`config.mk`:
```
export PLATFORM = sky130hd
export DESIGN_NAME = traffic_phase_controller
export DESIGN_NICKNAME = d
export VERILOG_FILES = /design/src/rtl/traffic_phase_controller_pkg.sv /design/src/rtl/traffic_phase_controller_arbiter.sv /design/src/rtl/traffic_phase_controller.sv
export SDC_FILE = /design/constraint.sdc
export NUM_CORES = 1
export LEC_CHECK = 0
export CAP_MARGIN = 20
export CORE_MARGIN = 2
export CORE_UTILIZATION = 48
export CTS_CLUSTER_SIZE = 16
export DETAILED_ROUTE_END_ITERATION = 6
export PLACE_DENSITY = 0.83
export SETUP_SLACK_MARGIN = 0.05
export SLEW_MARGIN = 20
export SYNTH_ARGS = -nofsm -noshare
export SYNTH_HDL_FRONTEND = slang
export SYNTH_SLANG_ARGS = --single-unit
export TNS_END_PERCENT = 1
```
`constraint.sdc`:
```
create_clock -name CLK -period 2.4 [get_ports CLK]
set_clock_uncertainty 0.15 [all_clocks]
set_input_delay 0.24 -clock CLK [delete_from_list [all_inputs] [get_ports CLK]]
set_output_delay 0.24 -clock CLK [all_outputs]
set_load 0.03 [all_outputs]
```
`src/rtl/traffic_phase_controller_pkg.sv`:
```
// -----------------------------------------------------------------------------
// traffic_pkg
// Shared definitions for the N-phase traffic signal controller:
//   - state_t      : interval state encoding (GREEN / YELLOW / ALLRED)
//   - DEF_*        : default timing / sizing constants
//   - rr_index     : round-robin phase index helper used by the arbiter
// -----------------------------------------------------------------------------
package traffic_pkg;

    typedef enum logic [1:0] {
        ST_GREEN  = 2'b00,
        ST_YELLOW = 2'b01,
        ST_ALLRED = 2'b10
    } state_t;

    localparam int DEF_NUM_PHASES  = 4;
    localparam int DEF_TIMER_W     = 8;
    localparam int DEF_MIN_GREEN   = 5;
    localparam int DEF_MAX_GREEN   = 20;
    localparam int DEF_YELLOW_TIME = 3;
    localparam int DEF_ALLRED_TIME = 2;

    // Phase reached by stepping 'step' positions forward from 'base',
    // wrapping at 'n' phases (n need not be a power of two).
    function automatic int rr_index(input int base, input int step, input int n);
        return (base + step) % n;
    endfunction

endpackage

```
`src/rtl/traffic_phase_controller_arbiter.sv`:
```
// -----------------------------------------------------------------------------
// traffic_phase_arbiter
// Combinational round-robin next-phase selector.
//   demand           in  NUM_PHASES  per-phase request levels
//   active_phase     in  PH_W        phase currently owning the sequence
//   next_phase       out PH_W        first requesting phase after active_phase
//                                    (wrapping, active_phase checked last);
//                                    active_phase+1 when nothing requests
//   any_other_demand out 1           some phase other than active_phase requests
// -----------------------------------------------------------------------------
module traffic_phase_arbiter
    import traffic_pkg::*;
#(
    parameter  int NUM_PHASES = DEF_NUM_PHASES,
    localparam int PH_W       = (NUM_PHASES > 1) ? $clog2(NUM_PHASES) : 1
) (
    input  logic [NUM_PHASES-1:0] demand,
    input  logic [PH_W-1:0]       active_phase,
    output logic [PH_W-1:0]       next_phase,
    output logic                  any_other_demand
);

    logic [NUM_PHASES-1:0] other_mask;
    int                    idx;

    always_comb begin
        other_mask               = demand;
        other_mask[active_phase] = 1'b0;
        any_other_demand         = |other_mask;
    end

    // Walk the distances from farthest to nearest so the nearest requesting
    // phase is written last and wins. Distance 0 (the active phase itself)
    // is the lowest priority, so it is considered before the loop.
    always_comb begin
        idx = 0;
        if (active_phase == PH_W'(NUM_PHASES - 1))
            next_phase = '0;
        else
            next_phase = active_phase + 1'b1;
        if (demand[active_phase])
            next_phase = active_phase;
        for (int k = NUM_PHASES - 1; k >= 1; k--) begin
            idx = rr_index(int'(active_phase), k, NUM_PHASES);
            if (demand[idx[PH_W-1:0]])
                next_phase = idx[PH_W-1:0];
        end
    end

endmodule

```
`src/rtl/traffic_phase_controller.sv`:
```
// -----------------------------------------------------------------------------
// traffic_phase_controller
// N-phase actuated traffic signal controller. Sequences mutually conflicting
// phases through GREEN -> YELLOW -> ALLRED, skipping unrequested phases and
// bounding green time between MIN_GREEN and MAX_GREEN ticks. All state moves
// only on CLK edges where TICK=1.
//
// Optional build macro: PREEMPT_EN adds emergency preemption
// (PREEMPT / PREEMPT_PHASE ports). Without it the controller behaves as if
// PREEMPT were held at 0.
//
// Ports:
//   CLK, RESET_N (async, active-low), TICK (timebase enable)
//   DEMAND[NUM_PHASES]          per-phase request levels
//   PREEMPT, PREEMPT_PHASE      emergency request / phase to serve (PREEMPT_EN)
//   GREEN/YELLOW/RED[NUM_PHASES] lamp drives, decoded from registers
//   active_phase, state, timer  registered sequencing state
// -----------------------------------------------------------------------------
module traffic_phase_controller
    import traffic_pkg::*;
#(
    parameter  int NUM_PHASES  = DEF_NUM_PHASES,
    parameter  int TIMER_W     = DEF_TIMER_W,
    parameter  int MIN_GREEN   = DEF_MIN_GREEN,
    parameter  int MAX_GREEN   = DEF_MAX_GREEN,
    parameter  int YELLOW_TIME = DEF_YELLOW_TIME,
    parameter  int ALLRED_TIME = DEF_ALLRED_TIME,
    localparam int PH_W        = (NUM_PHASES > 1) ? $clog2(NUM_PHASES) : 1
) (
    input  logic                  CLK,
    input  logic                  RESET_N,
    input  logic                  TICK,
    input  logic [NUM_PHASES-1:0] DEMAND,
`ifdef PREEMPT_EN
    input  logic                  PREEMPT,
    input  logic [PH_W-1:0]       PREEMPT_PHASE,
`endif
    output logic [NUM_PHASES-1:0] GREEN,
    output logic [NUM_PHASES-1:0] YELLOW,
    output logic [NUM_PHASES-1:0] RED,
    output logic [PH_W-1:0]       active_phase,
    output logic [1:0]            state,
    output logic [TIMER_W-1:0]    timer
);

    // Last timer value of each interval (interval of length L runs 0..L-1).
    localparam logic [TIMER_W-1:0] MIN_LAST = TIMER_W'(MIN_GREEN - 1);
    localparam logic [TIMER_W-1:0] MAX_LAST = TIMER_W'(MAX_GREEN - 1);
    localparam logic [TIMER_W-1:0] YEL_LAST = TIMER_W'(YELLOW_TIME - 1);
    localparam logic [TIMER_W-1:0] AR_LAST  = TIMER_W'(ALLRED_TIME - 1);

    state_t              st_q, st_d;
    logic [PH_W-1:0]     ph_q, ph_d;
    logic [TIMER_W-1:0]  tmr_q, tmr_d;

    logic                preempt;
    logic [PH_W-1:0]     preempt_phase;
    logic                preempt_hold;
    logic                preempt_cut;
    logic                green_exit;
    logic [PH_W-1:0]     arb_next;
    logic                any_other;

`ifdef PREEMPT_EN
    // PREEMPT_PHASE must name an existing phase; it is used as-is.
    assign preempt       = PREEMPT;
    assign preempt_phase = PREEMPT_PHASE;
`else
    assign preempt       = 1'b0;
    assign preempt_phase = '0;
`endif

    traffic_phase_arbiter #(
        .NUM_PHASES (NUM_PHASES)
    ) u_arb (
        .demand           (DEMAND),
        .active_phase     (ph_q),
        .next_phase       (arb_next),
        .any_other_demand (any_other)
    );

    // Preemption for the phase already green just pins it there; for any
    // other phase it cuts green short, ignoring MIN_GREEN.
    assign preempt_hold = preempt && (preempt_phase == ph_q);
    assign preempt_cut  = preempt && (preempt_phase != ph_q);

    assign green_exit = preempt_cut ||
                        (!preempt && (tmr_q >= MIN_LAST) && any_other &&
                         (!DEMAND[ph_q] || (tmr_q == MAX_LAST)));

    always_ff @(posedge CLK or negedge RESET_N) begin
        if (!RESET_N) begin
            st_q  <= ST_GREEN;
            ph_q  <= '0;
            tmr_q <= '0;
        end else if (TICK) begin
            st_q  <= st_d;
            ph_q  <= ph_d;
            tmr_q <= tmr_d;
        end
    end

    always_comb begin
        st_d  = st_q;
        ph_d  = ph_q;
        tmr_d = tmr_q + 1'b1;
        unique case (st_q)
            ST_GREEN: begin
                if (green_exit) begin
                    st_d  = ST_YELLOW;
                    tmr_d = '0;
                end else if (tmr_q == MAX_LAST || preempt_hold && tmr_q >= MAX_LAST) begin
                    // Resting green: hold at the max-green mark so a later
                    // demand can exit as soon as it is seen.
                    tmr_d = tmr_q;
                end
            end
            ST_YELLOW: begin
                if (tmr_q == YEL_LAST) begin
                    st_d  = ST_ALLRED;
                    tmr_d = '0;
                end
            end
            ST_ALLRED: begin
                if (tmr_q == AR_LAST) begin
                    st_d  = ST_GREEN;
                    tmr_d = '0;
                    ph_d  = preempt ? preempt_phase : arb_next;
                end
            end
            default: begin
                // Unused encoding: recover to a safe green on the same phase.
                st_d  = ST_GREEN;
                tmr_d = '0;
            end
        endcase
    end

    // One lamp colour per phase; only the active phase can be non-red.
    for (genvar p = 0; p < NUM_PHASES; p++) begin : g_lamp
        assign GREEN[p]  = (st_q == ST_GREEN)  && (ph_q == PH_W'(p));
        assign YELLOW[p] = (st_q == ST_YELLOW) && (ph_q == PH_W'(p));
        assign RED[p]    = !(GREEN[p] || YELLOW[p]);
    end

    assign active_phase = ph_q;
    assign state        = st_q;
    assign timer        = tmr_q;

endmodule

```
Word-level counts from Yosys, hierarchy flattened
Cells that the tools add are included.

word-level totals
  bits in registers = 12
  input bits = 7
  output and inout bits = 24
  logic and storage cells = 80

cells by class
  add/subtract/negate cells = 5
  order comparisons = 6
  equality and inequality tests = 13
  multiplexer cells = 24
  bitwise gates (word level) = 2
  reduce and logical (&&, ||, !) cells = 27

operators by type and width
  operator                                                                              count
  8-bit 2-to-1 mux                                                                      4
  8-bit one-hot mux with 3 select lines                                                 1
  2-bit 2-to-1 mux                                                                      8
  2-bit by 3-bit < comparator with 1-bit output (second input constant)                 4
  1-bit logical AND                                                                     11
  8-bit by 1-bit adder with 8-bit output (second input constant)                        1
  1-bit binary-select mux with 2-bit select                                             4
  8-bit by 1-bit == test with 1-bit output (second input constant)                      1
  8-bit by 2-bit == test with 1-bit output (second input constant)                      1
  8-bit by 5-bit == test with 1-bit output (second input constant)                      1
  8-bit by 3-bit greater-or-equal comparator with 1-bit output (second input constant)  1
  4-bit AND reduction                                                                   2
  2-bit == test (second input constant)                                                 3
  2-bit inequality test (second input constant)                                         3
  2-bit one-hot mux with 3 select lines                                                 1
  1-bit logical NOT                                                                     5
  1-bit logical OR                                                                      5
  1-bit 2-to-1 mux                                                                      5
  2-bit by 1-bit adder with 2-bit output (second input constant)                        2
  2-bit adder (second input constant)                                                   2
  4-bit bitwise AND                                                                     1
  2-bit by 1-bit == test with 1-bit output (second input constant)                      2
  2-bit logical NOT                                                                     2
  4-bit by 1-bit inequality test with 1-bit output (second input constant)              1
  other kinds (6)                                                                       6

Depth between registers and ports, before layout
  depth in word-level cells = 11
  gate-level depth with buffers = 8
  mapped depth without buffers = 7

Cells and area by module
Synthesis repeated with hierarchy kept, for this count alone.

unflattened totals
  cell total of the unflattened synthesis = 131
  area total of the unflattened synthesis = 1154.9 µm²

modules (own cells, without submodules)
  module                    times used  cells each  area each (µm²)  sequential area each (µm²)
  traffic_phase_controller  1           93          869.6            300.3
  traffic_phase_arbiter     1           38          285.3            0.0

Worst setup path after synthesis
OpenSTA, ideal clock, no wires.

  path type = reg2reg
  from = register ph_q[1] (netlist: active_phase[1])
  to = register tmr_q[3] (netlist: timer[3])
  library setup time = 0.140 ns
  arrival = 2.071 ns
  required time = 2.110 ns
  path slack = 0.040 ns
  cell stages (with the launch flop) = 8
  buffers on the path = 1
  period minus slack after synthesis = 2.360 ns
  cells stage by stage = dfrtp_1 clkbuf_1 inv_1 ha_1 o2111ai_1 nand4b_2 a32oi_1 o31ai_1

between the ends
  cells in the longest elaborated chain, start to end = 11
  elaborated cells on any way between the ends = 18
  classes of those cells = 2 x order compare; 1 x eq/ne; 6 x mux; 2 x bitwise; 7 x reduce/logical

RTL lines
  item                                                                                                                                                        line                                    source
  start, declared                                                                                                                                             traffic_phase_controller.sv:53          logic [PH_W-1:0] ph_q, ph_d;
  start signal, assigned                                                                                                                                      traffic_phase_controller.sv:98          ph_q <= ph_d;
  2-bit by 3-bit < comparator with 1-bit output (not written as such) / 2-bit by 1-bit greater-or-equal comparator with 1-bit output (equally long branches)  traffic_phase_controller_arbiter.sv:28  other_mask[active_phase] = 1'b0;
  1-bit logical AND (not written as such)                                                                                                                     traffic_phase_controller_arbiter.sv:28
  1-bit 2-to-1 mux (not written as such)                                                                                                                      traffic_phase_controller_arbiter.sv:28
  1-bit demux with 2-bit select                                                                                                                               -
  4-bit inverter (no source line)                                                                                                                             -
  4-bit bitwise AND (no source line)                                                                                                                          -
  4-bit OR reduction                                                                                                                                          traffic_phase_controller_arbiter.sv:29  any_other_demand = |other_mask;
  1-bit logical AND                                                                                                                                           traffic_phase_controller.sv:88          (!preempt && (tmr_q >= MIN_LAST) && any_other &&
  1-bit logical AND (*)                                                                                                                                       traffic_phase_controller.sv:88
  8-bit 2-to-1 mux / 3-bit inequality test (equally long branches)                                                                                            -
  8-bit one-hot mux with 3 select lines / 2-bit AND reduction (equally long branches)                                                                         -
  end signal, assigned                                                                                                                                        traffic_phase_controller.sv:99          tmr_q <= tmr_d;
  end, declared                                                                                                                                               traffic_phase_controller.sv:54          logic [TIMER_W-1:0] tmr_q, tmr_d;

Every way passes the cells marked *; elsewhere a longest branch is shown, timed or not. The select of a mux whose other input is x is not followed.
A chain may end at the register's enable or synchronous reset.

Worst setup path after layout
  from = register ph_q[0] (netlist: active_phase[0])
  to = output port RED[2]

between the ends
  cells in the longest elaborated chain, start to end = 4
  elaborated cells on any way between the ends = 5
  classes of those cells = 1 x eq/ne; 4 x reduce/logical

RTL lines
  item                                  line                                                              source
  2-bit == test (*)                     traffic_phase_controller.sv:141, traffic_phase_controller.sv:142
  1-bit logical AND (on tied branches)  traffic_phase_controller.sv:141, traffic_phase_controller.sv:142
  1-bit logical OR (*)                  traffic_phase_controller.sv:143                                   assign RED[p] = !(GREEN[p] || YELLOW[p]);
  1-bit logical NOT (*)                 traffic_phase_controller.sv:143
  end, declared                         traffic_phase_controller.sv:40                                    output logic [NUM_PHASES-1:0] RED,

Every way passes the cells marked *; elsewhere a longest branch is shown, timed or not.

==> flow_summary.json <==
{
  "cp.required_ns": 2.01,
  "status": "finished, final reports clean",
  "antenna_found_initial": 0,
  "synthCells": 131,
  "wire_per_inst_um": 15.26,
  "die_w_um": 52.92,
  "cts_sinks": 12,
  "grt_pass1_vias": 1104,
  "via_per_inst": 5.950,
  "cts_root_buffer": "clkbuf_4",
  "ys_types": 46,
  "synth_warnings": 0,
  "grt_use_total": 0.2414,
  "ioPinCount": 31,
  "synth-seq-cells": 12,
  "place_area_um2": 1548,
  "gp_congestion": 0.8046,
  "post-route-min-period_ns": 2.225,
  "synth_edf_count": 0,
  "setup-tns-final_ns": 0,
  "cp-end-kind": "output port",
  "fin_area_um2": 1595,
  "timing.final.crit_share": 0.9271,
  "rsz0062_at_grt": "yes",
  "post_cts_resize_count": 1,
  "setup_violations": 0,
  "ys_seq_area_frac": 0.2614,
  "clock.fmax_ghz": 0.4494,
  "async_reset_ff_frac": 1.000,
  "wl_mm": 3.036,
  "post_cts_buffers": 0,
  "hold_violations": 0,
  "synth.avg_cell_area_um2": 8.768,
  "dieArea_um2": 2800,
  "cts_hold_buf": 0,
  "hpwl_mm": 2.349,
  "clockBufferDepth": 2,
  "critical_path_arrival_ns": 1.84,
  "p_per_area_nw_per_um2": 1122,
  "fin_ws_ns": 0.1749,
  "dr.pass1.iters": 4,
  "cts-buffers-inserted": 3,
  "rows": 17,
  "drv_slew": 0,
  "vias": 1184,
  "grt_pass1_wl_mm": 4.926,
  "whs_ns": 0.1769,
  "worst_pin_slew_ns": 0.5769,
  "drt_iter0_markers": 48,
  "dp_slack_ns": 0.1421,
  "grt_max_degree": 13,
  "seqCellArea_um2": 301.5,
  "final_layout_size_suffix_gt1_frac": 0.1696,
  "cts_tree": "built",
  "reg2regPathDepth": 6,
  "dp_cells": 195,
  "n_antenna_cell": 0,
  "syn_to_final_growth_pct": 38.89,
  "die_h_um": 52.92,
  "fin_nets": 187,
  "multi_input_area_um2": 793.3,
  "syn_area_um2": 1149,
  "insertion_delay_ns": 0.28,
  "drc": 0,
  "port_buffers": 30,
  "p_leak_uw": 0.0007698,
  "syn-num-nets": 146,
  "cp_max_fo": 5,
  "core_area_um2": 2233,
  "hold_path_class": "primary input to asynchronous set/reset pin",
  "floorplan.initialDensity": 0.5143,
  "grt_overflow_total": 0,
  "slew_headroom": 0.6142,
  "ys.flop_type": "dfrtp_1",
  "cts_max_level": 1,
  "cap_violations": 0,
  "path_class": "register to output port",
  "start_kind": "register",
  "clk_pin_slew_ns": 0.07,
  "ir_drop_v": 0.0006954,
  "ant_nets": 0,
  "fillCellCount": 166,
  "stdcell_count": 199
}
[cell usage in the layout (no fill, tap or decap), types with 4 or more instances in the layout]
cell type / count
clkdlybuf4s50_1: 21
dfrtp_1: 11
buf_4: 11
inv_1: 10
and2_1: 9
nor2_1: 9
nand2_1: 9
ha_1: 8
dlymetal6s2s_1: 8
nand3_1: 6
o21ai_0: 5
nand2b_1: 4
nand4_1: 4
a32oi_1: 4
[sequential cells by signal, summed over array words and instances (netlist names)]
signal / count
state: 2
active_phase: 2
timer: 8
[per-layer routing]
layer	vias to the layer above	wire [µm]	GRT usage
met5	-	0	0
met3	6	153	0.04802
met4	0	36	0.08120
met2	42	1518	0.4188
li1	564	-	-
met1	572	1328	0.2955
[cells in the mapped netlist (all sizes together) (2+ instances only)]
cell type	instances	area, µm²
nand2	9	33.78
nor2	9	33.78
nand2b	5	38.78
a31oi	2	12.51
a32oi	5	51.30
inv	10	37.54
o21ai	8	40.03
nand3	6	30.03
dfrtp	12	300.3
nand4	4	25.02
nor2b	4	25.02
o31ai	3	36.28
nor3	2	15.01
o22ai	3	18.77
or3	2	12.51
mux2	4	48.79
or4	2	18.77
clkbuf	4	15.01
and2	9	56.30
ha	8	100.1
nor3b	2	15.01
[metrics by stage]
stage               power [µW]  utilization
floorplan                 1211            -
global placement          1624       0.6930
detailed placement        1662       0.6930
CTS                       1793       0.7042
global route              1921       0.7143
finish                    1790       0.7143
[report_power, final]
part	leakage, µW	internal [µW]	total (µW)	switching [µW]
clock network	0.0000150	64.5	133	68.6
logic	0.000611	531	1230	696
registers	0.000143	284	430	146
[cell families after synthesis]
family                   share of synthesized area
buffers and inverters                      0.05010
adder cells (fa/ha/maj)                    0.08715
multiplexers                               0.07080
flip-flops                                  0.2614
AND/OR/NAND/NOR                             0.3224
AO/OA/AOI/OAI                               0.2081
[worst paths after layout]
| check | startpoint | end | slack (ns) |
|---|---|---|---|
| setup / recovery | active_phase[0] | RED[2] | 0.17 |
| hold / removal | RESET_N | timer[4] | 0.18 |
| setup reg to reg | active_phase[0] | timer[3] | 0.17 |
| hold reg to reg | timer[0] | timer[0] | 0.44 |
| max in group asynchronous | RESET_N | active_phase[1] | 1.51 |
| min in group CLK | timer[0] | timer[0] | 0.44 |
[area by class of cell]
cell class	instances	area share
Sequential cell	12	0.1890
Clock buffer	4	0.01647
Inverter	10	0.02353
Tap cell	28	0.02196
Timing Repair Buffer	41	0.2518
Multi-Input combinational cell	104	0.4973
[critical path, cell delays in order (launching register included)]
cell and delay [ns]:
dfrtp_1 0.39, inv_1 0.13, ha_1 0.26, nand2_1 0.09
clkdlybuf4s50_1 0.69
Note: power is estimated with default switching activity, not from simulation.
